===== src/rtl/alu_seq.sv =====
// alu_seq: registered ALU with valid/ready input handshake.
// `define ALU_MUL_EN to build the iterative MUL/MULHU unit.
module alu_seq #(
  parameter int WIDTH    = 32,
  parameter int MUL_STEP = 1
) (
  input  logic             clk,
  input  logic             rst_n,
  input  logic             in_valid,
  output logic             in_ready,
  input  logic [WIDTH-1:0] a,
  input  logic [WIDTH-1:0] b,
  input  logic [3:0]       sel,
  output logic             out_valid,
  output logic [WIDTH-1:0] result,
  output logic             zero_f,
  output logic             ovf_f
);

  localparam int SHW = $clog2(WIDTH);

  localparam logic [3:0] OP_AND  = 4'b0000;
  localparam logic [3:0] OP_OR   = 4'b0001;
  localparam logic [3:0] OP_ADD  = 4'b0010;
  localparam logic [3:0] OP_XOR  = 4'b0011;
  localparam logic [3:0] OP_SLL  = 4'b0100;
  localparam logic [3:0] OP_SRL  = 4'b0101;
  localparam logic [3:0] OP_SUB  = 4'b0110;
  localparam logic [3:0] OP_SRA  = 4'b0111;
  localparam logic [3:0] OP_SLT  = 4'b1000;
  localparam logic [3:0] OP_SLTU = 4'b1001;
  localparam logic [3:0] OP_MUL  = 4'b1010;
  localparam logic [3:0] OP_MULH = 4'b1011;

  if (WIDTH < 8 || (WIDTH & (WIDTH - 1)) != 0) begin : g_bad_width
    $error("alu_seq: WIDTH must be a power of two >= 8");
  end
  if (!(MUL_STEP == 1 || MUL_STEP == 2 || MUL_STEP == 4) ||
      (WIDTH % MUL_STEP) != 0) begin : g_bad_step
    $error("alu_seq: MUL_STEP must be 1, 2 or 4 and divide WIDTH");
  end

  logic             accept;
  logic             is_mul;
  logic             sub_op;
  logic [WIDTH-1:0] bx;
  logic [WIDTH-1:0] sum;
  logic [SHW-1:0]   shamt;
  logic [WIDTH-1:0] alu_res;
  logic             alu_ovf;

  assign accept = in_valid && in_ready;
  assign shamt  = b[SHW-1:0];

  // Adder shared by ADD and SUB; SUB inverts B and injects the carry.
  always_comb begin
    sub_op = (sel == OP_SUB);
    bx     = sub_op ? ~b : b;
    sum    = a + bx + WIDTH'(sub_op);
  end

  // Single-cycle result and overflow for the selected operation.
  always_comb begin
    alu_res = '0;
    alu_ovf = 1'b0;
    case (sel)
      OP_AND:  alu_res = a & b;
      OP_OR:   alu_res = a | b;
      OP_XOR:  alu_res = a ^ b;
      OP_ADD,
      OP_SUB: begin
        alu_res = sum;
        alu_ovf = (a[WIDTH-1] == bx[WIDTH-1]) &&
                  (sum[WIDTH-1] != a[WIDTH-1]);
      end
      OP_SLL:  alu_res = a << shamt;
      OP_SRL:  alu_res = a >> shamt;
      OP_SRA:  alu_res = $unsigned($signed(a) >>> shamt);
      OP_SLT:  alu_res = {{(WIDTH-1){1'b0}},
                          ($signed(a) < $signed(b))};
      OP_SLTU: alu_res = {{(WIDTH-1){1'b0}}, (a < b)};
      default: alu_res = '0;
    endcase
  end

`ifdef ALU_MUL_EN

  localparam int NSTEP = WIDTH / MUL_STEP;
  localparam int CW    = (NSTEP > 1) ? $clog2(NSTEP) : 1;

  typedef enum logic [1:0] {
    IDLE,
    MUL,
    DONE
  } state_t;

  state_t             state_q;
  state_t             state_d;
  logic [CW-1:0]      cnt_q;
  logic               last;
  logic               mul_hi_q;
  logic [2*WIDTH-1:0] mcand_q;
  logic [WIDTH-1:0]   mplier_q;
  logic [2*WIDTH-1:0] prod_q;
  logic [2*WIDTH-1:0] prod_d;
  logic [WIDTH-1:0]   mul_val;

  assign is_mul   = (sel == OP_MUL) || (sel == OP_MULH);
  assign in_ready = (state_q == IDLE);
  assign last     = (cnt_q == CW'(NSTEP - 1));

  // Shift-add: retire MUL_STEP multiplier bits into the product.
  always_comb begin
    prod_d = prod_q;
    for (int i = 0; i < MUL_STEP; i++) begin
      if (mplier_q[i]) begin
        prod_d = prod_d + (mcand_q << i);
      end
    end
    mul_val = mul_hi_q ? prod_d[2*WIDTH-1:WIDTH]
                       : prod_d[WIDTH-1:0];
  end

  // State register.
  always_ff @(posedge clk) begin
    if (!rst_n) begin
      state_q <= IDLE;
    end else begin
      state_q <= state_d;
    end
  end

  // Next-state: IDLE -> MUL on a multiply, MUL -> DONE on the last step.
  always_comb begin
    state_d = state_q;
    unique case (state_q)
      IDLE: if (accept && is_mul) state_d = MUL;
      MUL:  if (last) state_d = DONE;
      DONE: state_d = IDLE;
      default: state_d = IDLE;
    endcase
  end

  // Multiplier operands, partial product and step counter.
  always_ff @(posedge clk) begin
    if (!rst_n) begin
      cnt_q    <= '0;
      mul_hi_q <= 1'b0;
      mcand_q  <= '0;
      mplier_q <= '0;
      prod_q   <= '0;
    end else if (accept && is_mul) begin
      cnt_q    <= '0;
      mul_hi_q <= (sel == OP_MULH);
      mcand_q  <= {{WIDTH{1'b0}}, a};
      mplier_q <= b;
      prod_q   <= '0;
    end else if (state_q == MUL) begin
      cnt_q    <= cnt_q + 1'b1;
      mcand_q  <= mcand_q << MUL_STEP;
      mplier_q <= mplier_q >> MUL_STEP;
      prod_q   <= prod_d;
    end
  end

  // Output registers: single-cycle ops on accept, multiply on its
  // final step so out_valid is high during DONE.
  always_ff @(posedge clk) begin
    if (!rst_n) begin
      result    <= '0;
      zero_f    <= 1'b1;
      ovf_f     <= 1'b0;
      out_valid <= 1'b0;
    end else begin
      out_valid <= 1'b0;
      if (accept && !is_mul) begin
        result    <= alu_res;
        zero_f    <= ~|alu_res;
        ovf_f     <= alu_ovf;
        out_valid <= 1'b1;
      end else if (state_q == MUL && last) begin
        result    <= mul_val;
        zero_f    <= ~|mul_val;
        ovf_f     <= 1'b0;
        out_valid <= 1'b1;
      end
    end
  end

`else

  assign is_mul   = 1'b0;
  assign in_ready = 1'b1;

  // Output registers: every accepted op completes in one cycle.
  always_ff @(posedge clk) begin
    if (!rst_n) begin
      result    <= '0;
      zero_f    <= 1'b1;
      ovf_f     <= 1'b0;
      out_valid <= 1'b0;
    end else begin
      out_valid <= 1'b0;
      if (accept && !is_mul) begin
        result    <= alu_res;
        zero_f    <= ~|alu_res;
        ovf_f     <= alu_ovf;
        out_valid <= 1'b1;
      end
    end
  end

`endif

endmodule

===== config.mk =====
export PLATFORM = sky130hd
export DESIGN_NAME = alu_seq
export DESIGN_NICKNAME = d
export VERILOG_FILES = /design/src/rtl/alu_seq.sv
export SDC_FILE = /design/constraint.sdc
export NUM_CORES = 1
export LEC_CHECK = 0
export CORE_ASPECT_RATIO = 2
export CORE_UTILIZATION = 40
export DETAILED_ROUTE_END_ITERATION = 12
export PLACE_DENSITY = 0.69
export RECOVER_POWER = 50
export SLEW_MARGIN = 20
export SYNTH_ARGS = -nofsm -noshare
export SYNTH_HDL_FRONTEND = slang
export SYNTH_SLANG_ARGS = --single-unit
export TNS_END_PERCENT = 1

===== constraint.sdc =====
create_clock -name clk -period 8 [get_ports clk]
set_clock_uncertainty 0.15 [all_clocks]
set_input_delay 2 -clock clk [delete_from_list [all_inputs] [get_ports clk]]
set_output_delay 2 -clock clk [all_outputs]
set_load 0.01 [all_outputs]

==> flow_results.xml <==
<?xml version="1.0" encoding="UTF-8"?>
<metrics>
  <group name="placed_design">
    <metric name="gp_congestion" unit="">1.07</metric>
    <metric name="dp.final_hpwl" unit="µm">41200</metric>
    <metric name="portBuffers" unit="">105</metric>
    <metric name="post_dp_cell_area" unit="µm²">11700</metric>
  </group>
  <group name="floorplan">
    <metric name="fp.dieArea" unit="µm²">26300</metric>
    <metric name="initial_core_util" unit="">0.408</metric>
    <metric name="io-pin-count" unit="">107</metric>
    <metric name="fp.dieH" unit="µm">228</metric>
    <metric name="row_count" unit="">82</metric>
    <metric name="placeableCoreArea" unit="µm²">25100</metric>
    <metric name="fp.dieW" unit="µm">115</metric>
  </group>
  <group name="critical_path">
    <metric name="crit_arrival" unit="ps">7030</metric>
    <metric name="crit_path_cell_trace" unit="">clkdlybuf4s50_1 &gt; buf_4 &gt; nor4bb_4 &gt; buf_4 &gt; xnor2_1 &gt; ha_1 &gt; nand2_1 &gt; o21a_1 &gt; o21ai_0 &gt; a221oi_1 &gt; a221o_1 &gt; nand2_1 &gt; xnor2_1 &gt; a221oi_1 &gt; nand4_1 &gt; o31ai_1</metric>
    <metric name="critical_path_top_delay_cell" unit="">o21ai_0</metric>
    <metric name="crit_start_category" unit="">primary input</metric>
    <metric name="worst-setup-path-type" unit="">in -&gt; reg</metric>
    <metric name="rr_worst_depth" unit="">2</metric>
    <metric name="worst_path_largest_cell_delay" unit="ps">800</metric>
    <metric name="cp_capture_type" unit="">flip-flop</metric>
    <metric name="crit_required" unit="ps">8050</metric>
    <metric name="path_max_fanout" unit="">13</metric>
  </group>
  <group name="clocking">
    <metric name="cts.sink_count" unit="">35</metric>
    <metric name="clockBufferDepth" unit="">2</metric>
    <metric name="clock_latency" unit="ps">280</metric>
    <metric name="tritoncts.num_buffers" unit="">5</metric>
    <metric name="ctsHoldBuffers" unit="">0</metric>
    <metric name="htreeDepth" unit="">2</metric>
    <metric name="clk_pin_slew_worst_paths" unit="ps">50</metric>
    <metric name="cts_post_setup_buffers_inserted" unit="">0</metric>
    <metric name="cts_root_buf" unit="">clkbuf_16</metric>
    <metric name="post_cts.resized_instances" unit="">0</metric>
    <metric name="cts_tree" unit="">done</metric>
  </group>
  <group name="synthesis">
    <metric name="synth.largest_area_cell" unit="">ha_1</metric>
    <metric name="dominantRegCellSynth" unit="">dfxtp_1</metric>
    <metric name="syn_area_per_cell" unit="µm²">7.57</metric>
    <metric name="synth_net_count" unit="">1559</metric>
    <metric name="ys_async_sr_fraction" unit="">0</metric>
    <metric name="synth_most_common_cell" unit="">ha_1</metric>
    <metric name="syn_area" unit="µm²">10300</metric>
    <metric name="synth_top_cells_by_count" unit="">132 x ha_1, 114 x nor2_1, 107 x nand2_1, 91 x inv_1, 82 x a21oi_1</metric>
    <metric name="synth_seq_cells" unit="">35</metric>
    <metric name="seq_area_frac_synth" unit="">0.0683</metric>
    <metric name="synth-warning-count" unit="">0</metric>
    <metric name="synth-edff-count" unit="">0</metric>
    <metric name="postSynthCellCount" unit="">1355</metric>
    <metric name="post_synth_num_cell_types" unit="">85</metric>
    <metric name="synth_top_area_frac" unit="">0.161</metric>
    <metric name="post_synth_main_area_contributors" unit="">ha_1 16%, mux4_2 8.8%, dfxtp_1 6.8%, mux2i_1 6.6%, nor2_1 4.2%</metric>
  </group>
  <group name="pwr">
    <metric name="power_frac_clock" unit="">0.156</metric>
    <metric name="max_vdd_drop" unit="µV">59.9</metric>
    <metric name="total_leakage_power" unit="nW">4.96</metric>
    <metric name="seq_power_share" unit="">0.165</metric>
    <metric name="intPower" unit="mW">0.598</metric>
    <metric name="power_density" unit="nW/µm²">99.3</metric>
    <metric name="power.combinational.fraction" unit="">0.679</metric>
    <metric name="switching_share" unit="">0.490</metric>
    <metric name="net-switching-power" unit="mW">0.574</metric>
  </group>
  <group name="global_routing">
    <metric name="first_global_vias" unit="">11600</metric>
    <metric name="grt_pass1_wl" unit="µm">76100</metric>
    <metric name="antenna_found_initial" unit="">1</metric>
    <metric name="overflow" unit="">0</metric>
    <metric name="grt_use_total" unit="">0.397</metric>
    <metric name="grt_max_degree" unit="">58</metric>
  </group>
  <group name="finish">
    <metric name="drive_above_1_share" unit="">0.106</metric>
    <metric name="final_design_area_no_fill" unit="µm²">11800</metric>
    <metric name="design.final.nets" unit="">1613</metric>
    <metric name="areaGrowthSynthToFinish" unit="%">15.1</metric>
  </group>
  <group name="sta">
    <metric name="rsz_0062_raised_after_global_routing" unit="">no</metric>
    <metric name="tightestPinTransition" unit="ps">1050</metric>
    <metric name="finalSetupTns" unit="ps">0</metric>
    <metric name="timing.max_slew.rel_slack" unit="">0.281</metric>
    <metric name="finalSetupViolCount" unit="">0</metric>
    <metric name="f_max" unit="GHz">0.143</metric>
    <metric name="fin_crit_sh" unit="">0.872</metric>
    <metric name="finalWorstPathRequiredPeriod" unit="ps">6980</metric>
    <metric name="final_max_slew_viols" unit="">0</metric>
    <metric name="finalHoldViolCount" unit="">0</metric>
  </group>
  <group name="route">
    <metric name="route.antenna.remaining_nets" unit="">0</metric>
    <metric name="detailedRoute.firstPassIterationCount" unit="">5</metric>
    <metric name="remaining_routing_drc_violations" unit="">0</metric>
    <metric name="dr_total_vias" unit="">11800</metric>
    <metric name="total_wire_length_after_detailed_routing" unit="µm">52000</metric>
    <metric name="wire_per_inst" unit="µm">29.8</metric>
    <metric name="drt_iter0_markers" unit="">1089</metric>
    <metric name="routed_via_density" unit="">6.78</metric>
  </group>
  <group name="run">
    <metric name="maxCapViolations" unit="">0</metric>
  </group>
  <group name="hold_path">
    <metric name="worstHoldPathCells" unit="">2</metric>
    <metric name="hp-class" unit="">reg -&gt; reg</metric>
  </group>
  <group name="outcome">
    <metric name="run_status" unit="">complete, no violations</metric>
  </group>
</metrics>
==> area by class of cell <==
| class | count | area, µm² |
|---|---|---|
| fill | 2567 | 13300 |
| multi-input combinational | 1122 | 8810 |
| timing repair buffer | 151 | 1380 |
| sequential | 35 | 701 |
| tap | 336 | 420 |
| inverter | 94 | 353 |
| clock buffer | 5 | 125 |
| clock inverter | 3 | 15.0 |
| antenna | 1 | 2.50 |
==> critical path: cells and delay by family <==
kind	cells	cell delay (ps)
AO/OA/AOI/OAI	6	2380
AND/OR/NAND/NOR	4	1050
buffers and inverters	3	960
adder cells (fa/ha/maj)	1	440
XOR/XNOR	2	190
==> power groups by stage <==
stage               combinational [mW]  clock (mW)  sequential (mW)
CTS                              0.774       0.186            0.194
detailed placement               0.771           0            0.197
floorplan                        0.468           0            0.203
finish                           0.796       0.182            0.193
global placement                 0.767           0            0.197
global route                     0.841       0.193            0.194
==> registers in the layout (all words and copies together), names as in the netlist <==
| name | cells |
|---|---|
| out_valid | 1 |
| result | 32 |
| zero_f | 1 |
| ovf_f | 1 |
==> stage by stage <==
step | power [mW] | std cells | utilization | setup WS, ps | hold WS (ps)
floorplan | 0.670 | 1355 | - | 2030 | 340
global placement | 0.965 | 1738 | 0.464 | 1020 | 304
detailed placement | 0.968 | 1738 | 0.464 | 932 | 316
CTS | 1.15 | 1746 | 0.469 | 1220 | 324
global route | 1.23 | 1746 | 0.469 | 752 | 340
finish | 1.17 | 1747 | 0.469 | 1020 | 317
==> layer usage <==
layer	part of all wire	vias to the layer above	track usage
met3	0.063	252	0.0533
met4	0.10	0	0.336
met1	0.35	5684	0.427
li1	-	5213	-
met5	0	-	0
met2	0.48	688	0.675
==> kinds of logic (layout without fill, tap and decap cells) <==
family / Yosys count / in the layout / synth area share
compound gates: 403 / 403 / 0.274
simple gates: 400 / 400 / 0.191
buf+inv: 198 / 253 / 0.0759
mux: 136 / 136 / 0.186
fa+ha+maj: 133 / 133 / 0.163
xor+xnor: 49 / 49 / 0.0419
flops: 35 / 35 / 0.0683
other cells: 1 / 2 / 0.000366
==> placed cells by master, fill, tap and decap left out, types with 8 or more instances in the layout <==
cell type,instances
ha_1,132
nor2_1,113
nand2_1,107
inv_1,91
a21oi_1,82
o21ai_0,69
mux2i_1,68
clkdlybuf4s50_1,65
buf_4,48
xnor2_1,41
a211oi_1,41
mux4_2,40
dfxtp_1,35
dlygate4sd3_1,35
nor3_1,32
o22ai_1,26
mux2_2,26
a221oi_1,23
nand3_1,21
nand4_1,18
nor4_1,17
o21a_1,15
nand2b_1,15
a2111oi_0,13
a22oi_1,11
and3_1,11
o211ai_1,11
o31ai_1,10
nor2b_1,9
a211o_1,9
or2_2,8
a31oi_1,8
a221o_1,8
xor2_1,8
o221ai_1,8
==> final timing paths <==
| kind | slack, ps | to | startpoint |
|---|---|---|---|
| min | 320 | result[18]$_SDFFE_PN0P_ | result[18]$_SDFFE_PN0P_ |
| min reg2reg | 320 | result[18]$_SDFFE_PN0P_ | result[18]$_SDFFE_PN0P_ |
| max | 1020 | zero_f$_SDFFE_PN1P_ | sel[2] |
| max reg2reg | 7040 | result[28]$_SDFFE_PN0P_ | result[28]$_SDFFE_PN0P_ |
No activity file was read; power rests on OpenSTA's default activity.
